$ cat src/rtl/vidtiming_if.sv
// ---------------------------------------------------------------------------
// vidtiming_if
//   Bundle between the raster timing generator and its consumers
//   (vidctrl drives the requests; tilegen, sprite and mixer stages read timing).
//   There is no valid/ready handshake: every timing signal is valid on every
//   clk, and the two requests are plain levels sampled on every clk.
//
//   Signals
//     flip_ena   consumer -> timing  screen flip request
//     nmi_ena    consumer -> timing  vblank NMI enable / clear
//     htiming    timing -> consumer  horizontal count [9:0]
//     vtiming    timing -> consumer  raw vertical count [8:0]
//     vtiming_f  timing -> consumer  flip-adjusted vertical count [7:0]
//     flip_out   timing -> consumer  frame-latched flip
//     hblank, vblank, cmpblk         blanking decodes
//     hsync_n, vsync_n               active-low syncs
//     frame_stb                      one-clk pulse at vblank start
//     nmi_n                          active-low CPU NMI
//
//   Modports
//     master  the timing generator
//     slave   the consumer / controller side
// ---------------------------------------------------------------------------
interface vidtiming_if;
    logic       flip_ena;
    logic       nmi_ena;
    logic [9:0] htiming;
    logic [8:0] vtiming;
    logic [7:0] vtiming_f;
    logic       flip_out;
    logic       hblank;
    logic       vblank;
    logic       cmpblk;
    logic       hsync_n;
    logic       vsync_n;
    logic       frame_stb;
    logic       nmi_n;

    modport master (
        input  flip_ena, nmi_ena,
        output htiming, vtiming, vtiming_f, flip_out, hblank, vblank,
               cmpblk, hsync_n, vsync_n, frame_stb, nmi_n
    );

    modport slave (
        output flip_ena, nmi_ena,
        input  htiming, vtiming, vtiming_f, flip_out, hblank, vblank,
               cmpblk, hsync_n, vsync_n, frame_stb, nmi_n
    );
endinterface

$ cat src/rtl/vidtiming.sv
// ---------------------------------------------------------------------------
// vidtiming
//   Raster timing generator on the 2x pixel clock. Produces the horizontal
//   and vertical counts, the flip-adjusted vertical count, blanking, syncs,
//   a frame strobe at vblank start and (optionally) the CPU vblank NMI.
//
//   Every output is registered from the *next* counter values, so all
//   decodes change on the same clk as htiming/vtiming (zero skew).
//
//   Ports
//     clk   in   2x pixel clock
//     rst   in   asynchronous reset, active high
//     vt    vidtiming_if.master (see rtl/vidtiming_if.sv)
//
//   Build option
//     VIDTIMING_NMI_EN  when defined, nmi_n is driven from frame_stb and
//                       nmi_ena; otherwise nmi_n is held 1 and nmi_ena is
//                       ignored.
//
//   H_ACTIVE is the first horizontal blank clock; with the default 512 this
//   is exactly htiming[9].
// ---------------------------------------------------------------------------
module vidtiming #(
    parameter int H_TOTAL  = 768,
    parameter int H_ACTIVE = 512,
    parameter int HS_START = 'h240,
    parameter int HS_LEN   = 64,
    parameter int V_TOTAL  = 264,
    parameter int VA_START = 16,
    parameter int VA_END   = 240,
    parameter int VS_START = 248,
    parameter int VS_LEN   = 8
) (
    input  logic           clk,
    input  logic           rst,
    vidtiming_if.master    vt
);

    // Elaboration-time sanity on the compare values.
    if (HS_START + HS_LEN > H_TOTAL) begin : g_bad_hsync
        $error("vidtiming: HS_START+HS_LEN exceeds H_TOTAL");
    end
    if (VS_START + VS_LEN > V_TOTAL) begin : g_bad_vsync
        $error("vidtiming: VS_START+VS_LEN exceeds V_TOTAL");
    end
    if (H_ACTIVE > H_TOTAL || VA_END > V_TOTAL || VA_START > VA_END) begin : g_bad_active
        $error("vidtiming: active window outside the raster");
    end

    localparam logic [9:0] H_LAST   = 10'(H_TOTAL - 1);
    localparam logic [9:0] H_ACT    = 10'(H_ACTIVE);
    localparam logic [9:0] HS_BEG   = 10'(HS_START);
    localparam logic [9:0] HS_END   = 10'(HS_START + HS_LEN);
    localparam logic [8:0] V_LAST   = 9'(V_TOTAL - 1);
    localparam logic [8:0] VA_BEG   = 9'(VA_START);
    localparam logic [8:0] VA_STOP  = 9'(VA_END);
    localparam logic [8:0] VS_BEG   = 9'(VS_START);
    localparam logic [8:0] VS_END   = 9'(VS_START + VS_LEN);

    // State registers
    logic [9:0] h_q;
    logic [8:0] v_q;
    logic [7:0] vf_q;
    logic       flip_q;
    logic       hblank_q;
    logic       vblank_q;
    logic       cmpblk_q;
    logic       hsync_n_q;
    logic       vsync_n_q;
    logic       stb_q;
    logic       nmi_n_q;

    // Next-state values
    logic [9:0] h_d;
    logic [8:0] v_d;
    logic       flip_d;
    logic       h_wrap;
    logic       f_wrap;
    logic       hblank_d;
    logic       vblank_d;
    logic       hsync_d;
    logic       vsync_d;
    logic       stb_d;

    always_comb begin
        h_wrap   = (h_q == H_LAST);
        f_wrap   = h_wrap && (v_q == V_LAST);
        h_d      = h_wrap ? 10'd0 : h_q + 10'd1;
        v_d      = v_q;
        if (h_wrap) begin
            v_d = (v_q == V_LAST) ? 9'd0 : v_q + 9'd1;
        end
        // Flip is only picked up on the wrap to (0,0), so a frame is never
        // drawn half flipped.
        flip_d   = f_wrap ? vt.flip_ena : flip_q;
        hblank_d = (h_d >= H_ACT);
        vblank_d = (v_d < VA_BEG) || (v_d >= VA_STOP);
        hsync_d  = (h_d >= HS_BEG) && (h_d < HS_END);
        vsync_d  = (v_d >= VS_BEG) && (v_d < VS_END);
        // Only a line change can enter VA_END, which makes this a
        // single-clk pulse at htiming=0.
        stb_d    = h_wrap && (v_d == VA_STOP);
    end

    always_ff @(posedge clk or posedge rst) begin
        if (rst) begin
            h_q       <= 10'd0;
            v_q       <= 9'd0;
            vf_q      <= 8'd0;
            flip_q    <= 1'b0;
            hblank_q  <= 1'b0;
            vblank_q  <= 1'b1;
            cmpblk_q  <= 1'b1;
            hsync_n_q <= 1'b1;
            vsync_n_q <= 1'b1;
            stb_q     <= 1'b0;
        end else begin
            h_q       <= h_d;
            v_q       <= v_d;
            vf_q      <= v_d[7:0] ^ {8{flip_d}};
            flip_q    <= flip_d;
            hblank_q  <= hblank_d;
            vblank_q  <= vblank_d;
            cmpblk_q  <= hblank_d | vblank_d;
            hsync_n_q <= ~hsync_d;
            vsync_n_q <= ~vsync_d;
            stb_q     <= stb_d;
        end
    end

`ifdef VIDTIMING_NMI_EN
    // Clear has priority: nmi_ena low forces nmi_n high even on the strobe
    // clk. A late enable waits for the next strobe.
    always_ff @(posedge clk or posedge rst) begin
        if (rst) begin
            nmi_n_q <= 1'b1;
        end else if (!vt.nmi_ena) begin
            nmi_n_q <= 1'b1;
        end else if (stb_d) begin
            nmi_n_q <= 1'b0;
        end
    end
`else
    logic nmi_ena_unused;
    assign nmi_ena_unused = vt.nmi_ena;

    always_ff @(posedge clk or posedge rst) begin
        if (rst) begin
            nmi_n_q <= 1'b1;
        end else begin
            nmi_n_q <= 1'b1;
        end
    end
`endif

    assign vt.htiming   = h_q;
    assign vt.vtiming   = v_q;
    assign vt.vtiming_f = vf_q;
    assign vt.flip_out  = flip_q;
    assign vt.hblank    = hblank_q;
    assign vt.vblank    = vblank_q;
    assign vt.cmpblk    = cmpblk_q;
    assign vt.hsync_n   = hsync_n_q;
    assign vt.vsync_n   = vsync_n_q;
    assign vt.frame_stb = stb_q;
    assign vt.nmi_n     = nmi_n_q;

endmodule

$ cat src/flat_wrapper.sv
// flat-port wrapper written by rule: the top's interface ports become plain ports
module vidtiming_flat 
#(
    parameter int H_TOTAL  = 768,
    parameter int H_ACTIVE = 512,
    parameter int HS_START = 'h240,
    parameter int HS_LEN   = 64,
    parameter int V_TOTAL  = 264,
    parameter int VA_START = 16,
    parameter int VA_END   = 240,
    parameter int VS_START = 248,
    parameter int VS_LEN   = 8
)
  (clk, rst, vt_flip_ena, vt_nmi_ena, vt_htiming, vt_vtiming, vt_vtiming_f, vt_flip_out, vt_hblank, vt_vblank, vt_cmpblk, vt_hsync_n, vt_vsync_n, vt_frame_stb, vt_nmi_n);
  vidtiming_if vt_i ();
  input  logic clk;
  input  logic rst;
  input wire logic [$bits(vt_i.flip_ena)-1:0] vt_flip_ena;
  input wire logic [$bits(vt_i.nmi_ena)-1:0] vt_nmi_ena;
  output wire logic [$bits(vt_i.htiming)-1:0] vt_htiming;
  output wire logic [$bits(vt_i.vtiming)-1:0] vt_vtiming;
  output wire logic [$bits(vt_i.vtiming_f)-1:0] vt_vtiming_f;
  output wire logic [$bits(vt_i.flip_out)-1:0] vt_flip_out;
  output wire logic [$bits(vt_i.hblank)-1:0] vt_hblank;
  output wire logic [$bits(vt_i.vblank)-1:0] vt_vblank;
  output wire logic [$bits(vt_i.cmpblk)-1:0] vt_cmpblk;
  output wire logic [$bits(vt_i.hsync_n)-1:0] vt_hsync_n;
  output wire logic [$bits(vt_i.vsync_n)-1:0] vt_vsync_n;
  output wire logic [$bits(vt_i.frame_stb)-1:0] vt_frame_stb;
  output wire logic [$bits(vt_i.nmi_n)-1:0] vt_nmi_n;
  assign vt_i.flip_ena = vt_flip_ena;
  assign vt_i.nmi_ena = vt_nmi_ena;
  assign vt_htiming = vt_i.htiming;
  assign vt_vtiming = vt_i.vtiming;
  assign vt_vtiming_f = vt_i.vtiming_f;
  assign vt_flip_out = vt_i.flip_out;
  assign vt_hblank = vt_i.hblank;
  assign vt_vblank = vt_i.vblank;
  assign vt_cmpblk = vt_i.cmpblk;
  assign vt_hsync_n = vt_i.hsync_n;
  assign vt_vsync_n = vt_i.vsync_n;
  assign vt_frame_stb = vt_i.frame_stb;
  assign vt_nmi_n = vt_i.nmi_n;
  vidtiming #(.H_TOTAL(H_TOTAL), .H_ACTIVE(H_ACTIVE), .HS_START(HS_START), .HS_LEN(HS_LEN), .V_TOTAL(V_TOTAL), .VA_START(VA_START), .VA_END(VA_END), .VS_START(VS_START), .VS_LEN(VS_LEN)) u_core (.clk(clk), .rst(rst), .vt(vt_i));
endmodule
$ cat config.mk
export PLATFORM = sky130hd
export DESIGN_NAME = vidtiming_flat
export DESIGN_NICKNAME = d
export VERILOG_FILES = /design/src/rtl/vidtiming_if.sv /design/src/rtl/vidtiming.sv /design/src/flat_wrapper.sv
export SDC_FILE = /design/constraint.sdc
export NUM_CORES = 1
export LEC_CHECK = 0
export BUFFER_PORTS_ARGS = -buffer_cell sky130_fd_sc_hd__buf_2
export CORE_ASPECT_RATIO = 0.5
export CORE_MARGIN = 5
export CORE_UTILIZATION = 55
export CTS_BUF_LIST = sky130_fd_sc_hd__clkbuf_4
export DETAILED_ROUTE_END_ITERATION = 16
export GPL_TIMING_DRIVEN = 0
export PLACE_DENSITY_LB_ADDON = 0.1
export SYNTH_ARGS = -nofsm -noshare
export SYNTH_HDL_FRONTEND = slang
export SYNTH_SLANG_ARGS = --single-unit
$ cat constraint.sdc
create_clock -name clk -period 3.89 [get_ports clk]
set_input_delay 0.778 -clock clk [delete_from_list [all_inputs] [get_ports clk]]
set_output_delay 0.778 -clock clk [all_outputs]
set_load 0.03 [all_outputs]
==> impl_results.md <==
- Die Y: around 47 um
- Status: finished clean
- Initial antenna violation count: 0
- Largest stage delay, worst path: about 0.55 ns
- Clock slew seen by the registers of the worst setup and hold paths: around 0.11 ns
- Yosys reg bits: 34
- Post-synthesis cell type count: 38
- Measured slew at the worst slew-check pin: 0.592 ns
- Fin crit share: between 60 and 70%
- Row count: 13
- Hold Violations, Final: 0
- Clock sink count: 34
- Post-synth net total: 143
- Clk buf depth: 2
- Syn avg cell area: 11.3 um2
- Largest net degree at the start of global routing: 35
- Share of the synthesized area in the top cell type: 48.6%
- Clk Latency, worst-skew pair: roughly 0.33 ns
- Final Skew: about 0.013 ns
- Via Count: about 1,200
- Worst hold margin: about 0.42 ns
- Layout cells sized above 1: 31.3%
- Synth top area cells: dfrtp_1 (49%), xnor2_1 (7.9%), dfstp_2 (6.8%)
- Hold_buf cts: 0
- Data required, critical path: 4.16 ns
- Setup TNS: 0 ns
- Post-CTS Setup Inserts: 0
- Clock buffer count from CTS: 5
- Number of global-route vias before repair: between 1,000 and 1,500
- Minimum clock period: around 2.4 ns
- Area Growth Syn to Fin: 19.9%
- Number of DRC markers in iteration 0: 54
- Met2 wire length: 1.48 mm
- Slew Limit Fails: 0
- Final setup vio count: 0
- GRT Residual Overflow: 0
- Total wire length: around 3.2 mm
- DRC Markers: 0
- Ys Warns: 0
- Pwr Density: 313 nW/um2
- Metal-1 WL: 1.43 mm
- GPL Wtd Cong: around 0.84
- Clk root buf: clkbuf_4
- Wire per inst: ~14 um
- CP cell instances: ha_1 -> nand4_4 -> nor4_4 -> o21ai_1 -> a21oi_1 -> nand4_1 -> nand2b_1
- # diodes: 0
- Worst setup SP type: flop
- Worst rel slew slack: roughly three fifths
- Total die area: between 4000 and 5000 um2
- Via density per instance: ~5.4
- LEAKAGE: roughly 0.91 nW
- H-Tree Depth: 2
- Area of the core: 2640 um2
- Layout Nets: between 150 and 200
- PortBufs: 36
- Initial Util: a little under 60%
- Post-route antenna net violation count: 0
- Cell Area, Synth: ~1500 um2
- Die X: 84.9 um
- Yosys top cell by area: dfrtp_1
- Worst Hold Class: input port to asynchronous set/reset pin
- Critical path type: flop to flop
- First-pass GRT wire length: just over 5 mm
- Arrival time worst endpoint: between 2 and 3 ns
- Max IR drop VDD: about 0.25 mV
- Router iterations before antenna repair: 4
- DP Wirelength: approximately 2.2 mm
- PostCTS Resize Cnt: 0
- RSZ-0062 raised after global routing: no
- Instance count of the mapped netlist: 137
- Fmax: 422 MHz
- CP endpoint kind: flop
- Top sig layer: met4
- Worst Path Max Fanout: 9
- CTS tree: yes
- Gr usage total: between 15 and 20%
- IO Pins: 39
- Seq/Total Area, Yosys: a little under three fifths
- Slowest stage cell, crit path: nor4_4
- Max Cap Violations: 0
- Wire length on met3: around 220 um
[registers in the layout, indices dropped and copies added (netlist names)]
register,cells
u_core.vt.cmpblk,1
u_core.vt.flip_out,1
u_core.vt.frame_stb,1
u_core.vt.hblank,1
u_core.vt.hsync_n,1
u_core.vt.htiming,10
u_core.vt.vblank,1
u_core.vt.vsync_n,1
u_core.vt.vtiming,9
u_core.vt.vtiming_f,8
[power breakdown]
| group | leakage [nW] | switching [mW] | internal, mW |
|---|---|---|---|
| Combinational | 0.451 | 0.0238 | 0.0108 |
| Sequential | 0.426 | 0.00174 | 0.358 |
| Clock | 0.0286 | 0.118 | 0.0672 |
| Total | 0.905 | 0.144 | 0.436 |
[cell usage after synthesis]
cell,instances
dfrtp_1,30
xnor2_1,14
nor2_1,11
inv_1,10
nand3_1,7
nand2_1,6
nor4_1,6
dfstp_2,4
nand4_1,4
xor2_1,4
a21oi_1,3
nor3_1,3
a21o_1,2
and3_1,2
ha_1,2
mux2i_1,2
o21ai_0,2
o21ai_1,2
o22ai_1,2
o31ai_1,2
or3_1,2
a21o_2,1
a31oi_1,1
and2_1,1
and4bb_2,1
buf_4,1
clkbuf_1,1
clkbuf_2,1
conb_1,1
mux2i_4,1
nand2_2,1
nand2b_1,1
nand3b_1,1
nand4_4,1
nand4b_1,1
nand4bb_1,1
nor3_2,1
nor4_4,1
[area by class of cell]
class	count	area, um2
multi-input cells	90	634
repair buffers	37	208
well taps	37	46.3
fillers	210	783
inverters	10	37.5
plain buffers	3	16.3
clock inverters	3	16.3
clock buffers	5	37.5
flip-flops and latches	34	856
[layer usage]
| metal | up-vias | track usage (%) |
|---|---|---|
| met2 | 38 | 27.8 |
| met3 | 2 | 5.67 |
| li1 | 568 | - |
| met4 | 0 | 5.68 |
| met1 | 576 | 22.9 |
| met5 | - | 0 |
[placed cells by master, fill, tap and decap left out, types with 2 or more instances in the layout]
cell	Yosys	routed
buf_2	0	36
dfrtp_1	30	30
xnor2_1	14	14
nor2_1	11	11
inv_1	10	9
nand3_1	7	7
nor4_1	6	6
nand2_1	6	6
clkbuf_4	0	5
nand4_1	4	4
xor2_1	4	4
dfstp_2	4	4
a21oi_1	3	3
nor3_1	3	3
o21ai_1	2	2
or3_1	2	2
o22ai_1	2	2
o21ai_0	2	2
o31ai_1	2	2
and3_1	2	2
a21o_1	2	2
mux2i_1	2	2
clkinv_1	0	2
ha_1	2	2
[stage by stage]
| stage | instance area [um2] | total power, mW | utilization (%) | setup slack, ns | std cells |
|---|---|---|---|---|---|
| floorplan | 1540 | 0.389 | - | 1.64 | 137 |
| detailed placement | 1770 | 0.399 | 67.2 | 1.52 | 210 |
| global placement | 1770 | 0.398 | 67.2 | 1.56 | 210 |
| CTS | 1820 | 0.584 | 69.2 | 1.49 | 218 |
| finish | 1850 | 0.580 | 70.3 | 1.52 | 219 |
| global route | 1850 | 0.607 | 70.3 | 1.20 | 219 |
[path summary, 6_finish.rpt]
path	start	endpoint	slack [ns]	cells after the start
hold / removal	rst	u_core.vt.htiming[5]$_DFF_PP0_	0.42	2
setup reg to reg	u_core.vt.htiming[0]$_DFF_PP0_	u_core.vt.vsync_n$_DFF_PP1_	1.52	7
max in group asynchronous	rst	u_core.vt.vblank$_DFF_PP1_	2.94	3
setup / recovery	u_core.vt.htiming[0]$_DFF_PP0_	u_core.vt.vsync_n$_DFF_PP1_	1.52	7
min in group clk	u_core.vt.flip_out$_DFF_PP0_	u_core.vt.vtiming_f[6]$_DFF_PP0_	0.54	1
hold reg to reg	u_core.vt.flip_out$_DFF_PP0_	u_core.vt.vtiming_f[6]$_DFF_PP0_	0.54	1
[critical path: cells and delay by family (launching register included)]
kind	cells	cell delay (ns)
flops	1	0.43
compound gates	2	0.48
fa+ha+maj	1	0.27
simple gates	4	1.12
[logic make-up (layout without fill, tap and decap cells)]
logic type / count (synthesis) / in the layout / synth area share (%)
simple gates: 51 / 51 / 20.3
flops: 34 / 34 / 55.4
xor+xnor: 18 / 18 / 10.2
compound gates: 15 / 15 / 6.00
buf+inv: 13 / 58 / 3.48
mux: 3 / 3 / 2.76
fa+ha+maj: 2 / 2 / 1.62
other cells: 1 / 1 / 0.243
Power figures use the tool's default switching activity.
